### src/rtl/alu_seq_pkg.sv
// Shared types and constants for the ALU bus-sequencing controller.
// Field offsets are helper functions so each instance derives them from its own WIDTH/RW.
package alu_seq_pkg;

    typedef enum logic [2:0] {
        StIdle,
        StSrc1,
        StOpb,
        StExec,
        StWb,
        StDone,
        StErr
    } state_e;

    localparam logic [2:0] FUNC_CMP = 3'b110;
    localparam logic [2:0] FUNC_ILL = 3'b111;

    // Layout from the MSB down: func[3], mode[1], dst[RW], src1[RW], low[L].
    function automatic int unsigned f_mode_bit(input int unsigned width);
        return width - 4;
    endfunction

    function automatic int unsigned f_dst_lsb(input int unsigned width, input int unsigned rw);
        return width - 4 - rw;
    endfunction

    function automatic int unsigned f_src1_lsb(input int unsigned width, input int unsigned rw);
        return width - 4 - 2 * rw;
    endfunction

    function automatic int unsigned f_low_width(input int unsigned width, input int unsigned rw);
        return width - 4 - 2 * rw;
    endfunction

endpackage

### src/rtl/alu_seq_ctrl_imm_ext.sv
// Extends the low instruction field to bus width, sign- or zero-filling per SIGN_EXT.
module imm_ext #(
    parameter int unsigned WIDTH    = 16,
    parameter int unsigned LW       = 8,
    parameter int unsigned SIGN_EXT = 0
) (
    input  logic [LW-1:0]    i_field,
    output logic [WIDTH-1:0] o_imm
);

    if (SIGN_EXT != 0) begin : g_sext
        assign o_imm = {{(WIDTH - LW){i_field[LW-1]}}, i_field};
    end else begin : g_zext
        assign o_imm = {{(WIDTH - LW){1'b0}}, i_field};
    end

endmodule

### src/rtl/alu_seq_ctrl.sv
// Steps the shared bus through SRC1 -> OPB -> EXEC -> WB -> DONE for one ALU instruction.
// All outputs are Moore-decoded from the state and the latched instruction.
module alu_seq_ctrl
    import alu_seq_pkg::*;
#(
    parameter int unsigned WIDTH    = 16,
    parameter int unsigned NREG     = 4,
    parameter int unsigned SIGN_EXT = 0
) (
    input  logic             i_clk,
    input  logic             i_rst_n,
    input  logic             i_start,
    input  logic [WIDTH-1:0] i_instr,
    output logic             o_busy,
    output logic [2:0]       o_alu_op,
    output logic             o_alu_in1,
    output logic             o_alu_in2,
    output logic             o_alu_outlatch,
    output logic             o_alu_out_en,
    output logic             o_imm_out,
    output logic [WIDTH-1:0] o_imm,
    output logic [NREG-1:0]  o_reg_in,
    output logic [NREG-1:0]  o_reg_out,
    output logic             o_pc_inc,
    output logic             o_done,
    output logic             o_err
);

    localparam int unsigned RW       = $clog2(NREG);
    localparam int unsigned LW       = f_low_width(WIDTH, RW);
    localparam int unsigned MODE_BIT = f_mode_bit(WIDTH);
    localparam int unsigned DST_LSB  = f_dst_lsb(WIDTH, RW);
    localparam int unsigned SRC1_LSB = f_src1_lsb(WIDTH, RW);

    state_e           r_state;
    state_e           w_next_state;
    logic [WIDTH-1:0] r_instr;

    logic [2:0]       w_func;
    logic             w_mode;
    logic [RW-1:0]    w_dst;
    logic [RW-1:0]    w_src1;
    logic [RW-1:0]    w_src2;
    logic [LW-1:0]    w_low;
    logic [WIDTH-1:0] w_imm_ext;
    logic             w_accept;
    logic             w_start_ill;

    assign w_func      = r_instr[WIDTH-1 -: 3];
    assign w_mode      = r_instr[MODE_BIT];
    assign w_dst       = r_instr[DST_LSB +: RW];
    assign w_src1      = r_instr[SRC1_LSB +: RW];
    assign w_low       = r_instr[LW-1:0];
    assign w_src2      = w_low[RW-1:0];
    assign w_accept    = i_start && ((r_state == StIdle) || (r_state == StDone));
    assign w_start_ill = (i_instr[WIDTH-1 -: 3] == FUNC_ILL);

    imm_ext #(
        .WIDTH    (WIDTH),
        .LW       (LW),
        .SIGN_EXT (SIGN_EXT)
    ) u_imm_ext (
        .i_field (w_low),
        .o_imm   (w_imm_ext)
    );

    always_ff @(posedge i_clk or negedge i_rst_n) begin
        if (!i_rst_n) begin
            r_state <= StIdle;
            r_instr <= '0;
        end else begin
            r_state <= w_next_state;
            if (w_accept) begin
                r_instr <= i_instr;
            end
        end
    end

    always_comb begin
        w_next_state = r_state;
        unique case (r_state)
            StIdle, StDone: begin
                if (i_start) begin
                    w_next_state = w_start_ill ? StErr : StSrc1;
                end else begin
                    w_next_state = StIdle;
                end
            end
            StSrc1:  w_next_state = StOpb;
            StOpb:   w_next_state = StExec;
            StExec:  w_next_state = (w_func == FUNC_CMP) ? StDone : StWb;
            StWb:    w_next_state = StDone;
            StErr:   w_next_state = StIdle;
            default: w_next_state = StIdle;
        endcase
    end

    always_comb begin
        o_busy         = (r_state != StIdle);
        o_alu_op       = o_busy ? w_func : 3'b000;
        o_alu_in1      = 1'b0;
        o_alu_in2      = 1'b0;
        o_alu_outlatch = 1'b0;
        o_alu_out_en   = 1'b0;
        o_imm_out      = 1'b0;
        o_imm          = '0;
        o_reg_in       = '0;
        o_reg_out      = '0;
        o_pc_inc       = 1'b0;
        o_done         = 1'b0;
        o_err          = 1'b0;

        // Immediate is only presented for a legal instruction in flight.
        if (w_mode && (r_state != StIdle) && (r_state != StErr)) begin
            o_imm = w_imm_ext;
        end

        unique case (r_state)
            StSrc1: begin
                o_reg_out[w_src1] = 1'b1;
                o_alu_in1         = 1'b1;
            end
            StOpb: begin
                o_alu_in2 = 1'b1;
                if (w_mode) begin
                    o_imm_out = 1'b1;
                end else begin
                    o_reg_out[w_src2] = 1'b1;
                end
            end
            StExec: o_alu_outlatch = 1'b1;
            StWb: begin
                o_alu_out_en     = 1'b1;
                o_reg_in[w_dst]  = 1'b1;
            end
            StDone: begin
                o_done   = 1'b1;
                o_pc_inc = 1'b1;
            end
            StErr: begin
                o_err    = 1'b1;
                o_pc_inc = 1'b1;
            end
            default: ;
        endcase
    end

endmodule

### config.mk
export PLATFORM = sky130hd
export DESIGN_NAME = alu_seq_ctrl
export DESIGN_NICKNAME = d
export VERILOG_FILES = /design/src/rtl/alu_seq_pkg.sv /design/src/rtl/alu_seq_ctrl_imm_ext.sv /design/src/rtl/alu_seq_ctrl.sv
export SDC_FILE = /design/constraint.sdc
export NUM_CORES = 1
export LEC_CHECK = 0
export ABC_AREA = 1
export BUFFER_PORTS_ARGS = -buffer_cell sky130_fd_sc_hd__buf_2
export CORE_MARGIN = 2
export CORE_UTILIZATION = 45
export DETAILED_ROUTE_END_ITERATION = 10
export PLACE_DENSITY = 0.79
export SYNTH_ARGS = -nofsm -noshare
export SYNTH_HDL_FRONTEND = slang
export SYNTH_SLANG_ARGS = --single-unit
### constraint.sdc
create_clock -name i_clk -period 1.4 [get_ports i_clk]
set_clock_uncertainty 0.1 [all_clocks]
set_input_delay 0.14 -clock i_clk [delete_from_list [all_inputs] [get_ports i_clk]]
set_output_delay 0.14 -clock i_clk [all_outputs]
set_load 0.005 [all_outputs]
======== Yosys cells after proc, flatten, opt, wreduce, memory -nomap -nowiden ========
Cells that the tools add are included.
cells by class
  magnitude comparators ................... 6
  equal/unequal tests ..................... 9
  mux-type cells .......................... 24
  reduce and logical (&&, ||, !) cells .... 11
operators by type and width
  cell                                                 count
  equality test 3 bit, second input constant           5
  one-hot mux 3 bit (5 select lines)                   1
  2-to-1 mux 1 bit                                     13
  < comparator 2 x 3 -> 1 bit, second input constant   3
  2-to-1 mux 3 bit                                     3
  2-to-1 mux 4 bit                                     2
  2-to-1 mux 8 bit                                     1
  one-hot mux 4 bit (2 select lines)                   1
  demux 1 bit (select 2 bit)                           3
  equality test 3 x 2 -> 1 bit, second input constant  2
  >= comparator 2 x 1 -> 1 bit, second input constant  3
  logical AND 1 bit                                    6
  OR reduction 2 bit                                   2
  equality test 3 x 1 -> 1 bit, second input constant  1
  zero test 3 bit                                      1
  inequality test 3 bit, second input constant         1
  nonzero test 3 bit                                   1
  logical OR 1 bit                                     1
word-level totals
  register bits after elaboration ......... 19
  input bits .............................. 19
  output and inout bits ................... 36
  logic and storage cells ................. 52

======== Longest topological paths before layout ========
Gate-level depths: netlist (run 1).
  depth in word-level cells ............... 6
  mapped depth ............................ 7
  depth with buffers taken out ............ 6

======== Hierarchy ========
A second synthesis (run 1) with hierarchy kept.
unflattened totals
  cell total of the unflattened synthesis .. 188
  area, all modules ....................... 1,256.2 µm²
modules (own cells, without submodules)
  module        instances  cells each  area each (µm²)  seq. area each (µm²)
  alu_seq_ctrl  1          171         1,132.3          475.5
  imm_ext       1          17          123.9            0.0

======== Worst setup path after synthesis (run 1) ========
No wires, ideal clock.
  kind .................................... register to register
  from .................................... register r_state[0]
  to ...................................... register r_instr[12]
  library setup time ...................... 0.117 ns
  arrival time ............................ 1.072 ns
  required time ........................... 1.183 ns
  slack ................................... 0.112 ns
  stages on the path, launching flop included .. 8
  buffers on the path ..................... 1
  clock period less this slack ............ 1.288 ns
  cells stage by stage .................... dfrtp_1 > nor2_1 > nand2_2 > nand2_4 > nand2_4 > buf_6 > nand2_1 > nand2_1
between the ends
  cells in the longest elaborated chain, start to end .. 3
  elaborated cells between the ends (all ways) .. 4
  classes of those cells .................. eq/ne: 1; reduce/logical: 3
ends and longest elaborated chain
  element                                                        RTL line            source
  from (decl)                                                    alu_seq_ctrl.sv:35  state_e r_state;
  from (signal assigned)                                         alu_seq_ctrl.sv:69  r_state <= StIdle;
  from (signal assigned)                                         alu_seq_ctrl.sv:72  r_state <= w_next_state;
  equality test 3 bit / zero test 3 bit (equally long branches)  alu_seq_ctrl.sv:55  assign w_accept = i_start && ((r_state == StIdle) || (r_state == StDone));
  logical OR 1 bit (*)                                           alu_seq_ctrl.sv:55
  logical AND 1 bit (*)                                          alu_seq_ctrl.sv:55
  to (signal assigned)                                           alu_seq_ctrl.sv:74  r_instr <= i_instr;
  to (decl)                                                      alu_seq_ctrl.sv:37  logic [WIDTH-1:0] r_instr;
Every way passes the cells marked *; elsewhere a longest branch is shown, timed or not.
A chain may end at the register's enable or synchronous reset.

======== Worst setup path after layout (run 1) ========
  from .................................... register r_state[0]
  to ...................................... output port o_imm[7]
between the ends
  cells in the longest elaborated chain, start to end .. 4
  elaborated cells between the ends (all ways) .. 5
  classes of those cells .................. eq/ne: 1; mux: 1; reduce/logical: 3
ends and longest elaborated chain
  element                RTL line             source
  nonzero test 3 bit     alu_seq_ctrl.sv:114  if (w_mode && (r_state != StIdle) && (r_state != StErr)) begin
  logical AND 1 bit      alu_seq_ctrl.sv:114
  logical AND 1 bit (*)  alu_seq_ctrl.sv:114
  2-to-1 mux 8 bit (*)   alu_seq_ctrl.sv:114
  to (decl)              alu_seq_ctrl.sv:21   output logic [WIDTH-1:0] o_imm,
Marked as above.

==> impl_metrics.tcl, run 1 <==
set metrics [dict create \
    maxCapViolations 0 \
    routed_wl_um 3160 \
    worstPathRequired_ns 1.16 \
    worstSetupPathDepth 6 \
    cp_cell_sequence "nor2_4, nand2_4, nand3_4, buf_6, nor2_2, buf_2" \
    die-area_um2 2900 \
    cpLargestDelayFamily "flip-flops" \
    htree_levels 1 \
    grt_usage 0.227 \
    grt_pass1_vias 1114 \
    antenna_found_initial 0 \
    num_vias 1265 \
    groute.layer.met3.usage 0.0194 \
    min_path_cells 3 \
    drc 0 \
    slew_violations 0 \
    setup_slack_ns -0.266 \
    slowest_stage "dfrtp_2" \
    gp_congestion 0.796 \
    grt_first_pass_wirelength_um 4670 \
    power_leakage_uw 0.00106 \
    hp-class "in2reg" \
    irDropWorstVdd_mv 1.37 \
    synth_area_um2 1120 \
    cts_buffers 3 \
    critPathKind "reg2out" \
    dr.pass1.iters 4 \
    viasPerCell 4.65 \
    met1_usage 0.292 \
    cts_tree "done" \
    chipWidth_um 53.9 \
    reg2regPathDepth 7 \
    critPathArrivalTime_ns 1.43 \
    cts.sink_count 19 \
    worstSetupStartpointType "flop" \
    syn_to_final_growth_pct 60.8 \
    synth_cell_types 14 \
    yosys_warnings 0 \
    initial_core_util 0.465 \
    wire_per_inst_um 11.6 \
    power_density_nw_per_um2 1910 \
    grt_util_met2 0.388 \
    busiest_layer "met2" \
    overflow 0 \
    cts_root_buf "clkbuf_4" \
    fp-row-count 18 \
    clkLatencyLatePin_ns 0.31 \
    r2r_slack_ns -0.12 \
    drive_gt1_frac 0.409 \
    ys_ff_latch 19 \
    power.total_uw 3440 \
    core_um2 2410 \
    period_share 1.19 \
    rsz0062_at_grt "true" \
    diodes 0 \
    avgSynthCellArea_um2 6.96 \
    grt_max_degree 20 \
    nets 262 \
    hpwl_um 1910 \
    period_needed_ns 1.67 \
    critPathCaptureType "output port" \
    die_height_um 53.9 \
    clk_pin_slew_ns 0.11 \
    synth.yosys.seq_area_share 0.425 \
    cp_max_fo 5 \
    outcome "complete, but fails checks" \
    slowest_delay_ns 0.48 \
    setup-violations-final 45 \
    hold_viol 0 \
    fmax_mhz 600 \
    drt-initial-drc-count 22 \
    boundaryPins 55 \
    ant_nets 0 \
    port_buffers 46 \
    synth_cells 161 \
    violations "setup timing" \
    crit_buf_inv 2 \
    pre_cts_ws_ns 0.00543 \
    ctsLongestPathBuffers 2 \
]
-- routing by layer --
layer | up-vias | wire (µm) | share of wire
met1 | 582 | 1280 | 0.41
li1 | 638 | - | -
met5 | - | 0 | 0
met2 | 39 | 1690 | 0.54
met3 | 6 | 139 | 0.044
met4 | 0 | 46 | 0.015
-- cells by family after synthesis --
group	share of synthesized area
AOI/OAI and AO/OA	0.0134
other	0.00335
and+or+nand+nor	0.389
DFF	0.425
buffers and inverters	0.170
-- worst min-delay path, delay by kind of cell --
kind	cells	cell delay (ns)
buffers and inverters	1	0.20
AND/OR/NAND/NOR	2	0.17
-- state kept, by name (all words and copies together) (netlist names) --
name	count
r_state	3
r_instr	16
-- Yosys cell counts --
library cell	number	area (µm²)
nand2_1	43	161
nand3_1	30	150
inv_1	27	101
dfrtp_1	19	475
nor2_1	18	67.6
buf_4	9	67.6
nor3_1	4	20.0
o21ai_0	3	15.0
buf_2	2	10.0
nand2_4	2	22.5
buf_6	1	11.3
conb_1	1	3.75
nand2_2	1	6.26
nand3b_1	1	7.51
-- layout by cell type (no fill, tap or decap), drive strengths merged --
cell type    count
inv             27
dlygate4sd3     17
clkbuf           3
dfrtp           19
nand3           30
nor2            18
nor3             4
nand2           46
buf             65
conb             8
o21ai            3
clkinv           1
nand3b           1
-- area by class of cell --
class	count	area, µm²
inverters	27	104
repair buffers	82	572
flip-flops and latches	19	479
fillers	172	609
clock buffers	3	22.5
multi-input cells	110	581
well taps	30	37.5
clock inverters	1	5.00
-- path summary, 6_finish.rpt --
kind | start | end
setup / recovery | r_state[0] | o_imm[7]
min in group asynchronous | i_rst_n | r_instr[8]
max in group asynchronous | i_rst_n | r_state[2]
setup reg to reg | r_state[0] | r_instr[4]
hold / removal | i_start | r_instr[3]
hold reg to reg | r_instr[6] | r_instr[6]
-- report_power, final --
group,switching [µW],internal (µW)
Sequential,285,814
Combinational,1090,959
Clock,178,107
Total,1560,1880
-- what timing repair did --
action | in CTS | in global routing
endpoints found under the hold margin | 35 | 0
setup endpoints to repair | 27 | 45
gates resized for setup | 26 | 17
setup buffers | 5 | 7
pin swaps | 5 | 4
hold buffers | 17 | 0
-- metrics by stage --
step | hold WS (ns) | area (µm²) | std cells | util | setup TNS [ns]
after global routing | 0.145 | 1800 | 272 | 0.747 | -9.92
final | 0.122 | 1800 | 272 | 0.747 | -6.80
after floorplan | -0.256 | 1150 | 168 | - | 0
after global placement | -0.00133 | 1380 | 239 | 0.572 | 0
after detailed placement | 0.00213 | 1380 | 239 | 0.572 | 0
after CTS | 0.0856 | 1690 | 265 | 0.702 | -4.80
Note: power is estimated with default switching activity, not from simulation.
==> run 2, diff against run 1 <==
--- a/config.mk
+++ b/config.mk
@@ -7,8 +7,10 @@
 export LEC_CHECK = 0
 export ABC_AREA = 1
 export BUFFER_PORTS_ARGS = -buffer_cell sky130_fd_sc_hd__buf_2
+export CELL_PAD_IN_SITES_DETAIL_PLACEMENT = 2
+export CELL_PAD_IN_SITES_GLOBAL_PLACEMENT = 2
 export CORE_MARGIN = 2
-export CORE_UTILIZATION = 45
+export CORE_UTILIZATION = 23
 export DETAILED_ROUTE_END_ITERATION = 10
 export PLACE_DENSITY = 0.79
 export SYNTH_ARGS = -nofsm -noshare
==> impl_metrics.tcl, run 2 (synthesis gave the netlist of run 1 again) <==
set metrics [dict create \
    power_density_nw_per_um2 2150 \
    diodes 0 \
    viasPerCell 4.17 \
    drc 0 \
    initial_core_util 0.237 \
    final_cell_mix "buf_2, nand2_1, nand3_1, inv_1, dfrtp_1" \
    syn_to_final_growth_pct 58.0 \
    hold-worst-slack_ns 0.00977 \
    fmax_mhz 641 \
    core_um2 4720 \
    dr.pass1.iters 4 \
    port_buffers 46 \
    maxCapViolations 0 \
    critPathCaptureType "output port" \
    slew_violations 0 \
    power.total_uw 3810 \
    cts.sink_count 19 \
    drive_gt1_frac 0.458 \
    drt-initial-drc-count 27 \
    worstSetupStartpointType "flop" \
    grt_max_degree 20 \
    antenna_found_initial 0 \
    multi_input_area_um2 624 \
    reg.largest.list "r_instr (16), r_state (3)" \
    cp_max_fo 5 \
    chipWidth_um 73.8 \
    grt_pass1_vias 1226 \
    die-area_um2 5440 \
    period_needed_ns 1.56 \
    overflow 0 \
    nets 245 \
    hold_viol 0 \
    grt_first_pass_wirelength_um 5890 \
    clkLatencyLatePin_ns 0.26 \
    power_leakage_uw 0.00101 \
    clk_pin_slew_ns 0.08 \
    setup_slack_ns -0.160 \
    cts_root_buf "clkbuf_8" \
    outcome "complete, but fails checks" \
    die_height_um 73.8 \
    grt_usage 0.139 \
    hp-class "in2reg" \
    critPathArrivalTime_ns 1.32 \
    largest_register_ffs 16 \
    boundaryPins 55 \
    fp-row-count 25 \
    layout_commonest_cell "buf_2" \
    fin_tns_setup_ns -3.92 \
    ctsLongestPathBuffers 2 \
    period_share 1.11 \
    hpwl_um 2700 \
    cts_buffers 3 \
    seqCellArea_um2 479 \
    irDropWorstVdd_mv 0.731 \
    htree_levels 1 \
    gp_congestion 0.777 \
    rsz0062_at_grt "true" \
    fillers 573 \
    critPathKind "reg2out" \
    num_vias 1217 \
    cts_tree "done" \
    largest-register "r_instr" \
    ant_nets 0 \
    worstPathRequired_ns 1.16 \
    routed_wl_um 3770 \
    violations "setup timing" \
    wire_per_inst_um 12.9 \
    setup-violations-final 43 \
]
-- run 2: cell count changes in the layout (fill, tap and decap cells not counted), sizes merged --
cell,before,now
nand2,46,47
buf,65,62
dlygate4sd3,17,1
clkbuf,3,4
-- run 2: where the power goes --
part / leakage, µW / internal [µW] / switching [µW] / total [µW]
combinational: 0.000749 / 1070 / 1240 / 2310
sequential: 0.000233 / 816 / 287 / 1100
clock: 0.0000255 / 198 / 196 / 394
-- run 2: area by class of cell --
cell class / instances / area share
repair buffers: 64 / 0.240
well taps: 67 / 0.0474
inverters: 27 / 0.0629
flip-flops and latches: 19 / 0.271
clock buffers: 3 / 0.0233
clock inverters: 1 / 0.00283
multi-input cells: 111 / 0.353
-- run 2: final timing paths --
path                        startpoint           end  slack [ns]  depth (start not counted)
min                         i_instr[0]    r_instr[0]        0.01                          3
max                         r_state[2]  o_reg_out[2]       -0.16                          5
max in group asynchronous      i_rst_n    r_state[0]        0.60                          2
min in group asynchronous      i_rst_n   r_instr[12]        0.26                          2
max reg2reg                 r_state[0]    r_state[2]       -0.06                          7
min reg2reg                r_instr[13]   r_instr[13]        0.38                          2
-- run 2: stage by stage --
stage          setup slack [ns]  std cells  cell area [µm²]   util
3_5_place_dp            -0.0405        278             1450  0.307
5_1_grt                  -0.278        292             1770  0.375
3_3_place_gp             0.0260        278             1450  0.307
2_1_floorplan             0.112        168             1150      -
6_report                 -0.160        292             1770  0.375
4_1_cts                  -0.177        290             1630  0.345
-- run 2: what timing repair did --
action                     in CTS  in global routing
buffers inserted                7                  1
gates resized for setup        28                 27
setup endpoints to repair      27                 47
pin swaps                       3                 11
hold buffers                    1                  0
hold endpoints to repair       19                  0
gates cloned                    0                  2
-- run 2: metal layers --
metal / wire length, µm / track usage
met1: 1530 / 0.171
met2: 2100 / 0.257
met3: 130 / 0.0192
met4: 13 / 0.0303
met5: 0 / 0
-- run 2: critical path: stages (launching register included) --
cell     delay (ns)
dfrtp_2        0.48
buf_6          0.15
nor2_4         0.13
nand2_2        0.08
o21ai_2        0.11
buf_2          0.12
